**src/rtl/am2910_stack_ctrl.sv**
```systemverilog
// am2910_stack_ctrl: return-address LIFO controller driving an external sync-read stack RAM.
// Define AM2910_STACK_FLAGS_EN to build the sticky ovf/unf flags (tied low otherwise).
module am2910_stack_ctrl #(
    parameter int WIDTH = 12,
    parameter int DEPTH = 8,
    parameter int AW    = 3
) (
    input  logic             clk,
    input  logic             rst,
    input  logic             push,
    input  logic             pop,
    input  logic             clear,
    input  logic [WIDTH-1:0] din,
    output logic             ready,
    output logic [WIDTH-1:0] tos,
    output logic             tos_valid,
    output logic [AW:0]      sp,
    output logic             full,
    output logic             empty,
    output logic             ovf,
    output logic             unf,
    output logic             mem_we,
    output logic [AW-1:0]    mem_addr,
    output logic [WIDTH-1:0] mem_din,
    input  logic [WIDTH-1:0] mem_dout
);

    typedef enum logic {IDLE, REFILL} state_t;

    localparam logic [AW:0]   SP_FULL  = (AW+1)'(DEPTH);
    localparam logic [AW:0]   SP_ONE   = (AW+1)'(1);
    localparam logic [AW-1:0] ADDR_TOP = AW'(DEPTH-1);

    state_t           state;
    logic [AW:0]      spReg;
    logic [WIDTH-1:0] tosReg;
    logic [AW-1:0]    addrHold;

    logic accept, isFull, isEmpty, spGe2;
    logic doPush, doReplace, doPop;
    logic [AW-1:0] topAddr, readAddr;

    assign accept    = (state == IDLE) && !clear;
    assign isFull    = (spReg == SP_FULL);
    assign isEmpty   = (spReg == '0);
    assign spGe2     = (spReg > SP_ONE);
    assign doReplace = accept && push && pop && !isEmpty;
    assign doPush    = accept && push && !doReplace;
    assign doPop     = accept && pop && !push;

    // Modulo-DEPTH arithmetic on the low bits gives the right slot even when sp==DEPTH.
    assign topAddr  = spReg[AW-1:0] - AW'(1);
    assign readAddr = spReg[AW-1:0] - AW'(2);

    assign mem_we  = !rst && (doPush || doReplace);
    assign mem_din = din;

    always_comb begin
        mem_addr = addrHold;
        if (rst)
            mem_addr = '0;
        else if (doReplace)
            mem_addr = topAddr;
        else if (doPush)
            mem_addr = isFull ? ADDR_TOP : spReg[AW-1:0];
        else if (doPop && spGe2)
            mem_addr = readAddr;
    end

    // Popping below two entries needs the new top fetched from RAM, hence the REFILL cycle.
    always_ff @(posedge clk or posedge rst) begin
        if (rst) begin
            state    <= IDLE;
            spReg    <= '0;
            tosReg   <= '0;
            addrHold <= '0;
        end else begin
            addrHold <= mem_addr;
            if (clear) begin
                state  <= IDLE;
                spReg  <= '0;
                tosReg <= '0;
            end else if (state == REFILL) begin
                tosReg <= mem_dout;
                state  <= IDLE;
            end else if (doReplace) begin
                tosReg <= din;
            end else if (doPush) begin
                tosReg <= din;
                if (!isFull)
                    spReg <= spReg + SP_ONE;
            end else if (doPop) begin
                if (spGe2) begin
                    spReg <= spReg - SP_ONE;
                    state <= REFILL;
                end else if (!isEmpty) begin
                    spReg  <= '0;
                    tosReg <= '0;
                end
            end
        end
    end

`ifdef AM2910_STACK_FLAGS_EN
    logic ovfReg, unfReg;

    always_ff @(posedge clk or posedge rst) begin
        if (rst) begin
            ovfReg <= 1'b0;
            unfReg <= 1'b0;
        end else if (clear) begin
            ovfReg <= 1'b0;
            unfReg <= 1'b0;
        end else begin
            if (doPush && isFull && !pop)
                ovfReg <= 1'b1;
            if (doPop && isEmpty)
                unfReg <= 1'b1;
        end
    end

    assign ovf = ovfReg;
    assign unf = unfReg;
`else
    assign ovf = 1'b0;
    assign unf = 1'b0;
`endif

    assign ready     = (state == IDLE);
    assign tos_valid = (state == IDLE) && !isEmpty;
    assign tos       = tosReg;
    assign sp        = spReg;
    assign full      = isFull;
    assign empty     = isEmpty;

endmodule
```
**config.mk**
```make
export PLATFORM = sky130hd
export DESIGN_NAME = am2910_stack_ctrl
export DESIGN_NICKNAME = d
export VERILOG_FILES = /design/src/rtl/am2910_stack_ctrl.sv
export SDC_FILE = /design/constraint.sdc
export NUM_CORES = 1
export LEC_CHECK = 0
export CAP_MARGIN = 15
export CORE_AREA = 4 4 61 63
export CTS_CLUSTER_SIZE = 40
export DETAILED_ROUTE_END_ITERATION = 16
export DIE_AREA = 0 0 65 67
export PLACE_DENSITY = 0.85
export SKIP_CTS_REPAIR_TIMING = 1
export SLEW_MARGIN = 25
export SYNTH_ARGS = -nofsm -noshare
export SYNTH_HDL_FRONTEND = slang
export SYNTH_SLANG_ARGS = --single-unit
```
**constraint.sdc**
```tcl
create_clock -name clk -period 3.5 [get_ports clk]
set_input_delay 0.35 -clock clk [delete_from_list [all_inputs] [get_ports clk]]
set_output_delay 0.35 -clock clk [all_outputs]
set_load 0.05 [all_outputs]
```
==> run_results.csv, run 1 <==
group,metric,value,unit
timing,hold_viol_final,0,
setup_path,critPathArrivalTime,2520,ps
setup_path,reg2reg_to,"tos[1]$_DFFE_PP0P_",
synth,yosysTopAreaCell,"dfrtp_1",
detailed_routing,wire_per_inst,15.3,microns
timing,slew_viol_final,0,
die,dieArea,4360,sq um
synth,yosys.area_share.simple,0.157,
synth,synth_compound_area_frac,0.253,
clock_network,clock_path_buffers,2,
setup_path,crit_type,"register to output port",
synth,synth.most_common_cell,"dfrtp_1",
synth,synthCells,154,
timing,setup_viol,0,
detailed_routing,drt_iter0_drc,78,
clock_network,clkSinkCount,20,
synth,synth_top_family_by_area,"compound AO/OA/AOI/OAI gates",
layout,nFillCells,288,
run,drv_cap,0,
layout,areaGrowthSynthToFinish,45.5,%
setup_path,reg2reg_from,"sp[1]$_DFFE_PP0P_",
detailed_routing,drtPass1Iterations,4,
synth,yosysSeqAreaShare,0.364,
placed_design,post-place-ws,719,ps
synth,synthMuxAreaShare,0.0146,
timing,rsz0062_at_grt,"no",
synth,yosys.area_share.adder,0.0638,
detailed_routing,ant_nets,0,
placed_design,hpwl,2890,microns
synth,synth_cell_types,38,
power_and_ir_drop,p_per_area,667,nW/um^2
detailed_routing,vias,1337,
detailed_routing,met1_length,1520,microns
synth,synth_edf_count,0,
detailed_routing,drc,0,
placed_design,numPortBuffers,64,
layout,layout-drive-gt1-share,0.102,
detailed_routing,wl,3850,microns
synth,syn_avg_cell_area,8.92,sq um
setup_path,cp-start-kind,"register",
layout,multi_input_area,692,sq um
detailed_routing,routed.top_layer,"met4",
synth,synth.area.top_cells,"dfrtp_1, buf_4, a22oi_1, ha_1, o21ai_0",
clock_network,clockRootBuffer,"clkbuf_4",
setup_path,max_stage_delay,430,ps
detailed_routing,met3_length,303,microns
placed_design,gp_congestion,0.932,
clock_network,h-tree-depth,1,
setup_path,crit_buf_inv,2,
timing,fin_skew,12.5,ps
power_and_ir_drop,ir_worst_vdd,331,uV
timing,fmax,348,MHz
synth,synth_top_area_share,0.364,
die,core-area,3230,sq um
detailed_routing,wl_met2,1970,microns
global_route,grt_max_degree,21,
timing,fin_crit_sh,0.821,
global_route,grt_pass1_vias,1261,
layout,n_antenna_cell,0,
global_route,grt_first_pass_wirelength,6040,microns
synth,synth-async-reset-ratio,1.00,
layout,nNetsFinal,242,
timing,fin_ws,627,ps
run_status,status,"complete, no violations",
clock_network,numCtsBuffers,3,
die,initial_core_util,0.425,
die,die_x,65,microns
clock_network,cts_tree,"yes",
setup_path,worstPathCellList,"inv_1 > ha_1 > nor3b_4 > nand2b_1 > nor2_1 > a211oi_1 > a211oi_2 > buf_4",
clock_network,clk_latency,320,ps
global_route,grt_overflow,0,
synth,synth_xor_area_frac,0.00638,
detailed_routing,vias_per_cell,5.33,
synth,synthFlopType,"dfrtp_1",
timing,setup_tns,0,ps
timing,max_slew_margin,0.351,
synth,yosys_register_bits,20,
power_and_ir_drop,p_leak,0.846,nW
setup_path,crit_required,3150,ps
clock_network,cts.clk_slew.worst_paths,130,ps
setup_path,cp-end-kind,"output port",
worst_hold_path,hp-class,"input port to asynchronous set/reset pin",
setup_path,critPathTopFamily,"simple AND/OR/NAND/NOR gates",
layout,regArea,500,sq um
setup_path,cp.depth,8,
setup_path,ff2ff_path_depth,7,
die,ioPinCount,67,
synth,ys_top_cells_by_count,"dfrtp_1, nand2_1, o21ai_0, buf_4, a22oi_1",
setup_path,critPathMaxFanout,8,
global_route,grt_usage,0.177,
timing,timing.final.crit_period,2870,ps
synth,yosys_warnings,0,
timing,worst_pin_slew,971,ps
die,die_h,67,microns
setup_path,cp_slowest_cell,"dfrtp_1",
setup_path,r2r_setup_slack,930,ps
die,fp-row-count,21,
global_route,antenna_found_initial,0,
synth,synth_area,1370,sq um
==> per-stage QoR <==
step | instance area, sq um | utilization | hold WS, ps | power [mW] | std cells
5_1_grt | 2000 | 0.619 | 496 | 1.40 | 251
3_5_place_dp | 1950 | 0.602 | 471 | 1.13 | 247
4_1_cts | 2000 | 0.619 | 477 | 1.33 | 251
3_3_place_gp | 1950 | 0.602 | 461 | 1.12 | 247
2_1_floorplan | 1380 | - | 322 | 0.898 | 155
6_report | 2000 | 0.619 | 464 | 1.33 | 251
==> worst max path at each step <==
| stage | startpoint | to | slack (ps) |
|---|---|---|---|
| 2_1_floorplan | sp[1]$_DFFE_PP0P_ | mem_addr[1] | 430 |
| 3_3_place_gp | push | mem_we | 710 |
| 3_5_place_dp | push | mem_we | 720 |
| 4_1_cts | sp[1]$_DFFE_PP0P_ | mem_addr[1] | 660 |
| 5_1_grt | sp[1]$_DFFE_PP0P_ | mem_addr[0] | 440 |
| 6_report | sp[1]$_DFFE_PP0P_ | mem_addr[1] | 630 |
==> layer usage <==
metal  vias to the layer above  track usage
li1                        631            -
met1                       624        0.232
met2                        74        0.292
met3                         8       0.0287
met4                         0       0.0633
met5                         -            0
==> logic make-up (layout without fill, tap and decap cells) <==
kind of cell | count (synthesis) | after routing
and+or+nand+nor | 40 | 40
adders and majority gates | 7 | 7
DFF | 20 | 20
AOI/OAI and AO/OA | 52 | 52
buffers and inverters | 31 | 81
other | 1 | 2
muxes | 2 | 2
xor gates and xnor gates | 1 | 1
==> power by group <==
part	switching [mW]	total, mW	internal, mW
Sequential	0.0507	0.323	0.272
Clock	0.0810	0.197	0.116
Combinational	0.532	0.814	0.283
Total	0.663	1.33	0.671
==> area by class of cell <==
type / instances / share of cell area
Tap cell: 46 / 0.0288
Sequential cell: 20 / 0.250
Clock buffer: 3 / 0.0113
Timing Repair Buffer: 68 / 0.332
Multi-Input combinational cell: 104 / 0.346
Inverter: 9 / 0.0169
Clock inverter: 1 / 0.0150
==> worst reg2reg max path: stages, from the launching register on <==
cell and delay [ps]:
dfrtp_1 430, inv_1 230, ha_1 300, nor3b_4 340
nor2_1 160, a21boi_1 760, nand2_1 150, o21ai_0 120
==> placed cells by master, fill, tap and decap left out, drive strengths merged, types with 2 or more instances in the layout <==
master / n
clkbuf: 3
a21oi: 6
mux2i: 2
a221oi: 2
o21a: 3
or3b: 2
a211oi: 3
clkdlybuf4s50: 61
a22oi: 12
nand3: 2
nor3: 4
inv: 9
nor2: 7
conb: 2
nor3b: 2
dfrtp: 20
ha: 7
nand2: 16
nand2b: 2
buf: 7
o21ai: 20
==> registers in the layout, summed over array words and instances (netlist names) <==
signal    cells
tos          12
sp            4
addrHold      3
state         1
(Power assumes the default switching activity.)
==> inputs of run 2 (changes only) <==
--- a/config.mk
+++ b/config.mk
@@ -6,11 +6,11 @@
 export NUM_CORES = 1
 export LEC_CHECK = 0
 export CAP_MARGIN = 15
-export CORE_AREA = 4 4 61 63
+export CORE_AREA = 4 4 67 69
 export CTS_CLUSTER_SIZE = 40
 export DETAILED_ROUTE_END_ITERATION = 16
-export DIE_AREA = 0 0 65 67
-export PLACE_DENSITY = 0.85
+export DIE_AREA = 0 0 71 73
+export PLACE_DENSITY = 0.74
 export SKIP_CTS_REPAIR_TIMING = 1
 export SLEW_MARGIN = 25
 export SYNTH_ARGS = -nofsm -noshare
==> constraint.sdc (replaced) <==
create_clock -name clk -period 2.6 [get_ports clk]
set_input_delay 0.26 -clock clk [delete_from_list [all_inputs] [get_ports clk]]
set_output_delay 0.26 -clock clk [all_outputs]
set_load 0.05 [all_outputs]
==> run_results.csv, run 2 (synthesized netlist as in run 1, its figures left out) <==
group,metric,value,unit
timing,rsz0062_at_grt,"yes",
placed_design,numPortBuffers,64,
detailed_routing,vias,1303,
die,die_x,71,microns
detailed_routing,wire_per_inst,14.9,microns
placed_design,post-place-ws,272,ps
placed_design,hpwl,2960,microns
setup_path,crit_path_start,"sp[1]$_DFFE_PP0P_",
timing,setup_tns,0,ps
layout,n_antenna_cell,0,
timing,worst_pin_slew,897,ps
power_and_ir_drop,combPwrFrac,0.601,
power_and_ir_drop,p_sw_frac,0.477,
worst_hold_path,hp-class,"register to register",
layout,areaGrowthSynthToFinish,54.0,%
timing,fmax,399,MHz
layout,multi_input_area,714,sq um
clock_network,clkSinkCount,20,
detailed_routing,met1_length,1720,microns
global_route,grt_first_pass_wirelength,6270,microns
detailed_routing,met3_length,172,microns
layout,nFillCells,369,
timing,hold_viol_final,0,
timing,slew_viol_final,0,
worst_hold_path,min-delay-start,"tos[2]$_DFFE_PP0P_",
detailed_routing,wl,3830,microns
clock_network,clock_path_buffers,2,
setup_path,critPathArrivalTime,2250,ps
clock_network,cts.clk_slew.worst_paths,80,ps
die,die_h,73,microns
power_and_ir_drop,seqPwrFrac,0.232,
die,initial_core_util,0.351,
detailed_routing,vias_per_cell,5.07,
setup_path,cp-start-kind,"register",
global_route,antenna_found_initial,0,
setup_path,reg2reg_to,"tos[0]$_DFFE_PP0P_",
timing,fin_ws,91.3,ps
setup_path,r2r_setup_slack,270,ps
detailed_routing,routed.top_layer,"met4",
global_route,grt_overflow,0,
detailed_routing,drc,0,
detailed_routing,drtPass1Iterations,4,
power_and_ir_drop,pwr-share-clk,0.167,
placed_design,gp_congestion,0.936,
clock_network,numCtsBuffers,3,
detailed_routing,ant_nets,0,
clock_network,clk_latency,270,ps
clock_network,h-tree-depth,1,
setup_path,critPathMaxFanout,8,
clock_network,clockRootBuffer,"clkbuf_8",
global_route,grt_max_degree,21,
global_route,grt_pass1_vias,1285,
setup_path,endpoint,"mem_addr[1]",
die,fp-row-count,23,
setup_path,cp-end-kind,"output port",
timing,setup_viol,0,
layout,regArea,503,sq um
global_route,grt_usage,0.151,
power_and_ir_drop,p_leak,0.902,nW
layout,largest_register_ffs,12,
layout,final_cell_mix,"clkdlybuf4s50_1, dfrtp_1, nand2_1, o21ai_0, a22oi_1",
run_status,status,"complete, no violations",
layout,layout-drive-gt1-share,0.155,
clock_network,cts_tree,"yes",
setup_path,crit_required,2340,ps
timing,max_slew_margin,0.401,
layout,final_common_cell,"clkdlybuf4s50_1",
die,ioPinCount,67,
setup_path,crit_type,"register to output port",
die,dieArea,5180,sq um
power_and_ir_drop,p_per_area,901,nW/um^2
die,core-area,3910,sq um
layout,nNetsFinal,244,
power_and_ir_drop,p_int,0.997,mW
timing,timing.final.crit_period,2510,ps
setup_path,ff2ff_path_depth,7,
setup_path,reg2reg_from,"sp[1]$_DFFE_PP0P_",
power_and_ir_drop,p_switching,0.909,mW
timing,fin_skew,6.25,ps
timing,fin_crit_sh,0.965,
detailed_routing,wl_met2,1890,microns
detailed_routing,drt_iter0_drc,53,
run,drv_cap,0,
power_and_ir_drop,ir_worst_vdd,553,uV
[run 2: changes by cell type in the layout (fill, tap and decap cells not counted), sizes merged]
cell and delta:
dlymetal6s2s +2, clkdlybuf4s50 -3, buf +3
[run 2: power groups by stage]
stage	Combinational, mW	Clock (mW)	Sequential (mW)
floorplan	0.656	0	0.562
global placement	1.13	0	0.447
detailed placement	1.13	0	0.449
CTS	1.13	0.325	0.443
global route	1.22	0.340	0.456
finish	1.14	0.318	0.443
[run 2: worst min-delay path by stage]
| stage | slack [ps] | cells past startpoint | end |
|---|---|---|---|
| after global routing | 520 | 2 | tos[3]$_DFFE_PP0P_ |
| final | 480 | 2 | tos[2]$_DFFE_PP0P_ |
| after detailed placement | 470 | 2 | tos[2]$_DFFE_PP0P_ |
| after CTS | 490 | 2 | tos[2]$_DFFE_PP0P_ |
| after floorplan | 230 | 1 | addrHold[0]$_DFF_PP0_ |
| after global placement | 460 | 2 | tos[2]$_DFFE_PP0P_ |
[run 2: per-layer routing]
| metal | track usage | vias up |
|---|---|---|
| met4 | 0.0376 | 0 |
| met5 | 0 | - |
| met1 | 0.201 | 620 |
| met3 | 0.0220 | 5 |
| li1 | - | 640 |
| met2 | 0.256 | 38 |
[run 2: stage by stage]
stage / instance area (sq um) / total power, mW / std cells / hold slack, ps / utilization
after floorplan: 1390 / 1.22 / 155 / 232 / -
after global placement: 2030 / 1.57 / 253 / 462 / 0.518
after detailed placement: 2030 / 1.58 / 253 / 469 / 0.518
after CTS: 2100 / 1.90 / 257 / 488 / 0.536
after global routing: 2120 / 2.01 / 257 / 525 / 0.541
final: 2120 / 1.91 / 257 / 479 / 0.541
[run 2: worst max-delay path: stages, from the launching register on]
cell      delay, ps
dfrtp_2         440
inv_2           140
ha_2            260
nor2_1           80
o311a_2         400
mux2i_1         170
a211oi_4        300
buf_12          180
[run 2: area by class of cell]
class / instances / share of cell area
Inverter: 9 / 0.0160
Sequential cell: 20 / 0.238
Clock buffer: 3 / 0.0195
Multi-Input combinational cell: 104 / 0.338
Tap cell: 50 / 0.0296
Timing Repair Buffer: 70 / 0.345
Clock inverter: 1 / 0.0142
